**src/rtl/bmp_upload_reader.sv**
```systemverilog
// bmp_upload_reader
//   Serves a complete 32bpp BMP file byte by byte to data_io during an upload.
//   Offsets 0..53 come from a generated header. Pixel bytes are fetched from
//   the SDRAM framebuffer over the port1 toggle handshake and held in a
//   one-word buffer. When an odd byte lane is consumed, the next word is
//   prefetched so that a sequential stream does not stall.
//
// Ports
//   clk_sys        system clock (clk_ram domain)
//   reset_n        asynchronous active-low reset
//   ioctl_upload   upload active
//   ioctl_addr     file byte offset requested
//   ioctl_rd       strobe: byte at ioctl_addr consumed
//   ioctl_din      byte for ioctl_addr
//   din_ready      ioctl_din is valid for the current ioctl_addr
//   port1_req      sdram request toggle
//   port1_ack      sdram ack toggle (request complete when equal to port1_req)
//   port1_a        sdram word address
//   port1_ds       byte strobes (always both)
//   port1_we       write enable (always 0)
//   port1_q        sdram read word
//
// state   | meaning
// --------+------------------------------------------------------------
// IDLE    | no upload; buffer invalid, din_ready low
// EVAL    | decode ioctl_addr: header/past-end, buffer hit, or fetch
// REQ     | toggle port1_req for the demand word
// WAIT    | wait for ack, fill buffer, select lane
// SERVE   | byte valid; re-evaluate on address change, prefetch on odd rd
// PREF    | toggle port1_req for word+1, current byte still presented
// PWAIT   | wait for prefetch ack, refresh buffer

module bmp_upload_reader #(
    parameter int WIDTH     = 512,
    parameter int HEIGHT    = 312,
    parameter int BASE_ADDR = 0
) (
    input  logic        clk_sys,
    input  logic        reset_n,
    input  logic        ioctl_upload,
    input  logic [24:0] ioctl_addr,
    input  logic        ioctl_rd,
    output logic [7:0]  ioctl_din,
    output logic        din_ready,
    output logic        port1_req,
    input  logic        port1_ack,
    output logic [22:0] port1_a,
    output logic [1:0]  port1_ds,
    output logic        port1_we,
    input  logic [15:0] port1_q
);

    localparam logic [31:0] IMG     = 32'(WIDTH * HEIGHT * 4);
    localparam logic [31:0] FSIZE   = IMG + 32'd54;
    localparam logic [24:0] FSIZE_A = FSIZE[24:0];
    localparam logic [23:0] BASE_B  = 24'(BASE_ADDR);
    localparam logic [31:0] W32     = 32'(WIDTH);
    localparam logic [31:0] H32     = 32'(HEIGHT);

    typedef enum logic [2:0] {
        S_IDLE,
        S_EVAL,
        S_REQ,
        S_WAIT,
        S_SERVE,
        S_PREF,
        S_PWAIT
    } state_t;

    state_t      state_q, state_d;
    logic [7:0]  din_q, din_d;
    logic        rdy_q, rdy_d;
    logic        req_q, req_d;
    logic [22:0] addr_q, addr_d;
    logic [15:0] data_q, data_d;
    logic [22:0] tag_q, tag_d;
    logic        valid_q, valid_d;
    logic [24:0] last_q, last_d;
    logic        eval_now;

    // Header byte lookup: each field is selected by offset range, then the
    // little-endian byte within the field is shifted out.
    function automatic logic [7:0] hdr_byte(input logic [5:0] off);
        logic [31:0] f;
        logic [1:0]  k;
        f = 32'd0;
        k = 2'd0;
        if (off < 6'd2) begin
            f = 32'h0000_4D42;
            k = off[1:0];
        end else if (off < 6'd6) begin
            f = FSIZE;
            k = 2'(off - 6'd2);
        end else if (off < 6'd10) begin
            f = 32'd0;
        end else if (off < 6'd14) begin
            f = 32'd54;
            k = 2'(off - 6'd10);
        end else if (off < 6'd18) begin
            f = 32'd40;
            k = 2'(off - 6'd14);
        end else if (off < 6'd22) begin
            f = W32;
            k = 2'(off - 6'd18);
        end else if (off < 6'd26) begin
            f = H32;
            k = 2'(off - 6'd22);
        end else if (off < 6'd30) begin
            // planes (16 bits) followed by bit count (16 bits)
            f = {16'd32, 16'd1};
            k = 2'(off - 6'd26);
        end else if (off < 6'd34) begin
            f = 32'd0;
        end else if (off < 6'd38) begin
            f = IMG;
            k = 2'(off - 6'd34);
        end else if (off < 6'd46) begin
            f = 32'd2835;
            k = 2'(off - 6'd38);
        end else begin
            f = 32'd0;
        end
        return 8'(f >> {k, 3'b000});
    endfunction

    // Decode of the incoming address (used when evaluating)
    logic        e_hdr, e_end, e_lane, e_hit;
    logic [23:0] e_b;
    logic [22:0] e_word;

    assign e_hdr  = ioctl_addr < 25'd54;
    assign e_end  = ioctl_addr >= FSIZE_A;
    assign e_b    = BASE_B + ioctl_addr[23:0] - 24'd54;
    assign e_word = e_b[23:1];
    assign e_lane = e_b[0];
    assign e_hit  = valid_q && (tag_q == e_word);

    // Decode of the address currently being served
    logic        c_pix, c_lane, c_pf_ok;
    logic [23:0] c_b;
    logic [22:0] c_word;

    assign c_b     = BASE_B + last_q[23:0] - 24'd54;
    assign c_word  = c_b[23:1];
    assign c_lane  = c_b[0];
    assign c_pix   = (last_q >= 25'd54) && (last_q < FSIZE_A);
    // word+1 only holds file data if the next offset is still inside the file
    assign c_pf_ok = ({1'b0, last_q} + 26'd1) < {1'b0, FSIZE_A};

    logic chg;
    assign chg = ioctl_addr != last_q;

    always_comb begin
        state_d  = state_q;
        din_d    = din_q;
        rdy_d    = rdy_q;
        req_d    = req_q;
        addr_d   = addr_q;
        data_d   = data_q;
        tag_d    = tag_q;
        valid_d  = valid_q;
        last_d   = last_q;
        eval_now = 1'b0;

        case (state_q)
            S_IDLE: begin
                rdy_d   = 1'b0;
                valid_d = 1'b0;
                if (ioctl_upload) state_d = S_EVAL;
            end
            S_EVAL: begin
                if (!ioctl_upload) begin
                    state_d = S_IDLE;
                    rdy_d   = 1'b0;
                    valid_d = 1'b0;
                end else begin
                    eval_now = 1'b1;
                end
            end
            S_REQ: begin
                if (!ioctl_upload) begin
                    state_d = S_IDLE;
                    rdy_d   = 1'b0;
                    valid_d = 1'b0;
                end else begin
                    req_d   = ~req_q;
                    addr_d  = c_word;
                    state_d = S_WAIT;
                end
            end
            S_WAIT: begin
                if (port1_ack == req_q) begin
                    if (!ioctl_upload) begin
                        state_d = S_IDLE;
                        rdy_d   = 1'b0;
                        valid_d = 1'b0;
                    end else begin
                        data_d  = port1_q;
                        tag_d   = addr_q;
                        valid_d = 1'b1;
                        din_d   = c_lane ? port1_q[15:8] : port1_q[7:0];
                        rdy_d   = 1'b1;
                        state_d = S_SERVE;
                    end
                end
            end
            S_SERVE: begin
                if (!ioctl_upload) begin
                    state_d = S_IDLE;
                    rdy_d   = 1'b0;
                    valid_d = 1'b0;
                end else if (chg) begin
                    // evaluate in place so a buffer hit costs a single cycle
                    eval_now = 1'b1;
                end else if (ioctl_rd && c_pix && c_lane && c_pf_ok) begin
                    state_d = S_PREF;
                end
            end
            S_PREF: begin
                if (!ioctl_upload) begin
                    state_d = S_IDLE;
                    rdy_d   = 1'b0;
                    valid_d = 1'b0;
                end else begin
                    req_d   = ~req_q;
                    addr_d  = c_word + 23'd1;
                    state_d = S_PWAIT;
                end
            end
            S_PWAIT: begin
                if (port1_ack == req_q) begin
                    if (!ioctl_upload) begin
                        state_d = S_IDLE;
                        rdy_d   = 1'b0;
                        valid_d = 1'b0;
                    end else begin
                        data_d  = port1_q;
                        tag_d   = addr_q;
                        valid_d = 1'b1;
                        if (chg) begin
                            rdy_d   = 1'b0;
                            state_d = S_EVAL;
                        end else begin
                            state_d = S_SERVE;
                        end
                    end
                end
            end
            default: begin
                state_d = S_IDLE;
                rdy_d   = 1'b0;
                valid_d = 1'b0;
            end
        endcase

        if (eval_now) begin
            last_d = ioctl_addr;
            if (e_hdr || e_end) begin
                din_d   = e_hdr ? hdr_byte(ioctl_addr[5:0]) : 8'h00;
                rdy_d   = 1'b1;
                state_d = S_SERVE;
            end else if (e_hit) begin
                din_d   = e_lane ? data_q[15:8] : data_q[7:0];
                rdy_d   = 1'b1;
                state_d = S_SERVE;
            end else begin
                rdy_d   = 1'b0;
                state_d = S_REQ;
            end
        end
    end

    always_ff @(posedge clk_sys or negedge reset_n) begin
        if (!reset_n) begin
            state_q <= S_IDLE;
            din_q   <= 8'h00;
            rdy_q   <= 1'b0;
            req_q   <= 1'b0;
            addr_q  <= 23'd0;
            data_q  <= 16'h0000;
            tag_q   <= 23'd0;
            valid_q <= 1'b0;
            last_q  <= 25'd0;
        end else begin
            state_q <= state_d;
            din_q   <= din_d;
            rdy_q   <= rdy_d;
            req_q   <= req_d;
            addr_q  <= addr_d;
            data_q  <= data_d;
            tag_q   <= tag_d;
            valid_q <= valid_d;
            last_q  <= last_d;
        end
    end

    // A pending address change invalidates the presented byte immediately.
    assign din_ready = rdy_q & ~chg;
    assign ioctl_din = din_q;
    assign port1_req = req_q;
    assign port1_a   = addr_q;
    assign port1_ds  = 2'b11;
    assign port1_we  = 1'b0;

endmodule

```
**config.mk**
```make
export PLATFORM = sky130hd
export DESIGN_NAME = bmp_upload_reader
export DESIGN_NICKNAME = d
export VERILOG_FILES = /design/src/rtl/bmp_upload_reader.sv
export SDC_FILE = /design/constraint.sdc
export NUM_CORES = 1
export LEC_CHECK = 0
export BUFFER_PORTS_ARGS = -buffer_cell sky130_fd_sc_hd__buf_4
export CORE_UTILIZATION = 35
export CTS_CLUSTER_DIAMETER = 100
export CTS_CLUSTER_SIZE = 40
export DETAILED_ROUTE_END_ITERATION = 10
export PLACE_DENSITY_LB_ADDON = 0.1
export SYNTH_ARGS = -nofsm -noshare
export SYNTH_HDL_FRONTEND = slang
export SYNTH_SLANG_ARGS = --single-unit
export TNS_END_PERCENT = 100
```
**constraint.sdc**
```tcl
create_clock -name clk_sys -period 7.66 [get_ports clk_sys]
set_clock_uncertainty 0.05 [all_clocks]
set_input_delay 1.532 -clock clk_sys [delete_from_list [all_inputs] [get_ports clk_sys]]
set_output_delay 1.532 -clock clk_sys [all_outputs]
set_load 0.02 [all_outputs]
```
==> flow_summary.yaml, run 1 <==
hold_path:
  worstHoldPathType: "reg -> reg"
grt:
  grt_pass1_wl_microns: 34700
  grt_usage_pct: 20.8
  grt_overflow: 0
  grt_max_degree: 62
  grt_pass1_vias: 6165
  antenna_found_initial: 0
sta:
  tightest_slew_ps: 888
  report.final.slew_viol_count: 0
  rsz0062_at_grt: "no"
  hold_viol_final: 0
  period_needed_ps: 5120
  max_freq_mhz: 195
  setup_violations: 0
  whs_ps: 452
  slew_headroom_pct: 40.8
  fin_crit_sh_pct: 66.8
  final.setup.tns_ps: 0
cells_and_area:
  layoutNonFillerInstCount: 1116
  final_layout_size_suffix_gt1_share_pct: 21.7
  regArea_sq_um: 2530
  multi_input_area_sq_um: 4420
  n_antenna_cell: 0
  n_fill_cell: 2098
  layout.nets: 895
  utilization_pct: 40.7
  area_growth_syn_to_layout_pct: 13.6
critical_path:
  path_depth: 7
  cp_max_fo: 8
  slowest_delay_ps: 730
  worst_ep_arrival_time_ps: 3540
  reg2reg_depth: 9
  crit_path_start: "ioctl_addr[14]"
  cp_slowest_cell: "nor4_2"
  cp.required_ps: 6080
  r2r-start: "last_q[7]"
  crit_chain: "buf_4 -> xor2_1 -> nor4_1 -> nand4_1 -> nor4_2 -> and2_1 -> buf_4"
  timing.rr.end: "ioctl_din[2]"
  reg2reg_slack_ps: 3980
  cp.buffers_inverters: 2
  crit_path_end_kind: "output pin"
  critPathMostFrequentCell: "buf_4"
  start_kind: "input port"
  crit_type: "in -> out"
  crit_end: "din_ready"
  crit_family: "simple AND/OR/NAND/NOR gates"
clock_tree:
  clk_latency_ps: 360
  cts_resized: 0
  cts_num_sinks: 101
  cts_tree: "built"
  post_cts_buffers: 0
  clk_pin_slew_ps: 70
  htreeDepth: 3
  clk_path_buf_depth: 2
  cts_root_buffer: "clkbuf_16"
  cts_buffers: 9
  hold_buffers: 0
place:
  numPortBuffers: 78
  gp_congestion: 0.934
  placedCellCount: 1101
  dp_hpwl_microns: 16100
routing:
  vias: 6219
  totalWireLength_microns: 21600
  wl_per_cell_microns: 19.3
  drtIter0Drc: 420
  firstDrtPassIters: 5
  drt-vias-per-instance: 5.57
  drtAntennaViolNets: 0
  drc: 0
floorplanning:
  ios: 82
  die_y_microns: 146
  num_rows: 52
  start_util_pct: 35.8
  coreArea_sq_um: 20300
  dieWidth_microns: 146
  fp.dieArea_sq_um: 21400
synthesis:
  ys_types: 80
  yosys-top-cells-count: "dfrtp_1 (101), mux2_2 (66), nor2_1 (64), nand2_1 (61), xnor2_1 (60)"
  synth_top_cell_by_area: "dfrtp_1"
  ys.flop_type: "dfrtp_1"
  syn_avg_cell_area_sq_um: 8.93
  postSynthCellCount: 815
  yosys.area.top_type_share_pct: 34.7
  yosysSeqAreaShare_pct: 34.7
  ys_warn_count: 0
  synth_edf_count: 0
  synthArstFlopShare_pct: 100
  synth_area_sq_um: 7280
  synthTopCellsByArea: "dfrtp_1 (35%), mux2_2 (10%), xnor2_1 (7.2%)"
  yosysMostFrequentCell: "dfrtp_1"
  ys_ff_latch: 101
outcome:
  outcome: "finished clean"
power_and_ir_drop:
  leakagePower_nw: 3.41
  power_density_nw_per_um2: 354
  power_mw: 2.93
  ir_worst_vdd_mv: 0.135
run:
  maxCapViolations: 0
## logic make-up after synthesis
family                   share of synthesized area (%)
other                                            0.103
AND/OR/NAND/NOR                                   19.9
multiplexers                                      12.1
XOR/XNOR                                          12.0
buffers and inverters                             4.85
AO/OA/AOI/OAI                                     15.1
adder cells (fa/ha/maj)                           1.20
flip-flops                                        34.7
## area by class of cell
| class | instances | share of cell area, % |
|---|---|---|
| flip-flops and latches | 101 | 30.6 |
| multi-input cells | 633 | 53.4 |
| inverters | 15 | 0.681 |
| clock buffers | 9 | 2.72 |
| clock inverters | 6 | 1.06 |
| repair buffers | 82 | 7.45 |
| well taps | 270 | 4.09 |
## registers in the layout (all words and copies together), names as in the netlist
register	count
valid_q	1
port1_req	1
last_q	25
rdy_q	1
data_q	16
port1_a	23
state_q	3
ioctl_din	8
tag_q	23
## how the worst min path moves through the flow
stage | endpoint | from | cells past startpoint | slack, ps
2_1_floorplan | data_q[4] | data_q[4] | 1 | 420
3_3_place_gp | data_q[13] | data_q[13] | 1 | 430
3_5_place_dp | data_q[7] | data_q[7] | 1 | 440
4_1_cts | data_q[7] | data_q[7] | 1 | 460
5_1_grt | data_q[8] | data_q[8] | 1 | 470
6_report | data_q[4] | data_q[4] | 1 | 450
## worst register-to-register path: cells and delay by family (launching register included)
family | cells | cell delay, ps
AO/OA/AOI/OAI | 3 | 700
XOR/XNOR | 1 | 150
buffers and inverters | 2 | 770
flip-flops | 1 | 710
AND/OR/NAND/NOR | 3 | 1220
## per-stage QoR
step | setup WS (ps) | instance area, sq um
after floorplan | 3000 | 7280
after global placement | 2590 | 7950
after detailed placement | 2550 | 7950
final | 2540 | 8270
after global routing | 2390 | 8270
after CTS | 2540 | 8270
## report_power, final
part | switching [mW] | leakage [nW] | internal [mW]
Combinational | 0.703 | 1.96 | 0.616
Clock | 0.211 | 0.156 | 0.285
Sequential | 0.354 | 1.29 | 0.757
## per-layer routing
metal	vias up	global-route usage [%]	routed length (microns)
met5	-	0	0
met4	0	8.91	745
met3	44	3.34	780
met2	145	33.3	10200
met1	3062	27.7	9880
li1	2968	-	-
## cell usage in the layout (no fill, tap or decap), drive strengths merged, types with 16 or more instances in the layout
cell type  count
nor3          21
a21oi         35
nor2          64
inv           16
xnor2         61
mux2          66
xor2          38
o21ai         55
buf           82
dfrtp        101
nand2         61
nor4          19
nand3         26
Note: power is estimated with default switching activity, not from simulation.
==> run 2: changes to the inputs <==
Clock period 7.66 ns to 4.44 ns, I/O delays scaled along.
==> flow_summary.yaml, run 2 (synthesis results as in run 1) <==
routing:
  vias: 6225
  drc: 0
  firstDrtPassIters: 5
  wl_per_cell_microns: 19.3
  totalWireLength_microns: 21700
  drtIter0Drc: 344
  drt-vias-per-instance: 5.53
  drtAntennaViolNets: 0
hold_path:
  worstHoldPathType: "reg -> reg"
  min_from: "data_q[9]"
place:
  numPortBuffers: 78
  placedCellCount: 1109
  gp_congestion: 0.853
  dp_slack_ps: 415
  dp_hpwl_microns: 16300
  postPlaceCellArea_sq_um: 8030
critical_path:
  crit_family: "simple AND/OR/NAND/NOR gates"
  crit_path_end_kind: "flip-flop"
  worst_ep_arrival_time_ps: 3890
  cp.required_ps: 4620
  slowest_delay_ps: 520
  crit_chain: "buf_4 -> ha_1 -> o211a_1 -> or3_1 -> nor4_1 -> xnor2_1 -> nand4_2 -> nor4_4 -> buf_4 -> a211oi_1 -> nand3b_1"
  crit_type: "in -> reg"
  crit_path_start: "ioctl_addr[1]"
  cp.buffers_inverters: 2
  cp_slowest_cell: "nor4_4"
  cp_max_fo: 21
  critPathMostFrequentCell: "buf_4"
  start_kind: "input port"
  r2r-start: "last_q[2]"
outcome:
  outcome: "finished clean"
sta:
  period_needed_ps: 3700
  fin_crit_sh_pct: 83.4
  setup_ws_ps: 737
  setup_violations: 0
  rsz0062_at_grt: "no"
  whs_ps: 454
  slew_headroom_pct: 42.4
  hold_viol_final: 0
  max_freq_mhz: 270
  tightest_slew_ps: 861
  final.setup.tns_ps: 0
  report.final.slew_viol_count: 0
cells_and_area:
  area_growth_syn_to_layout_pct: 14.5
  n_fill_cell: 2066
  largest-register: "last_q"
  final_layout_size_suffix_gt1_share_pct: 22.5
  finish.instance_area_sq_um: 8330
  layout_commonest_cell: "dfrtp_1"
  layoutNonFillerInstCount: 1126
  layout_common_cells: "dfrtp_1 (101), buf_4 (89), mux2_2 (66)"
  largest_reg_flops: 25
  layout.nets: 903
clock_tree:
  clk_pin_slew_ps: 70
  cts_root_buffer: "clkbuf_16"
  htreeDepth: 3
  cts_num_sinks: 101
  cts_buffers: 9
  clk_path_buf_depth: 2
  post_cts_buffers: 0
  cts_resized: 0
  hold_buffers: 0
  clk_latency_ps: 350
  cts_tree: "built"
floorplanning:
  ios: 82
  num_rows: 52
  coreArea_sq_um: 20300
  start_util_pct: 35.8
  dieWidth_microns: 146
  fp.dieArea_sq_um: 21400
  die_y_microns: 146
grt:
  antenna_found_initial: 1
  grt_usage_pct: 20.8
  grt_pass1_wl_microns: 34500
  grt_max_degree: 53
  grt_pass1_vias: 6104
  grt_overflow: 0
run:
  maxCapViolations: 0
power_and_ir_drop:
  power_density_nw_per_um2: 606
  ir_worst_vdd_mv: 0.231
  leakagePower_nw: 3.44
-- run 2: cell type report --
type	count	area [sq um]	share of cell area, %
multi-input combinational	633	4420	53.0
sequential	101	2530	30.3
timing repair buffer	90	688	8.26
tap	270	338	4.06
clock buffer	10	229	2.75
clock inverter	6	72.6	0.871
inverter	15	56.3	0.676
antenna	1	2.50	0.0300
-- run 2: metrics by stage --
step                      utilization [%]  power [mW]
after floorplan                         -        3.47
after global placement               39.5        4.21
after detailed placement             39.5        4.25
after CTS                            41.0        5.09
after global routing                 41.0        5.42
final                                41.0        5.05
-- run 2: path summary, 6_finish.rpt --
path,cells past startpoint,end,slack [ps]
min reg2reg,1,data_q[9],450
min,1,data_q[9],450
min in group asynchronous,1,state_q[0],530
max reg2reg,9,state_q[0],740
max in group asynchronous,2,last_q[18],3080
max,11,ioctl_din[4],740
-- run 2: layer usage --
| layer | GRT usage [%] | vias up | wire, microns |
|---|---|---|---|
| li1 | - | 2989 | - |
| met1 | 26.7 | 3044 | 9840 |
| met2 | 35.6 | 156 | 10600 |
| met3 | 3.00 | 36 | 799 |
| met4 | 6.88 | 0 | 524 |
| met5 | 0 | - | 0 |
-- run 2: where the power goes --
group	total (mW)	internal (mW)	switching, mW
logic	2.36	1.08	1.28
clock network	0.817	0.443	0.374
registers	1.87	1.31	0.566
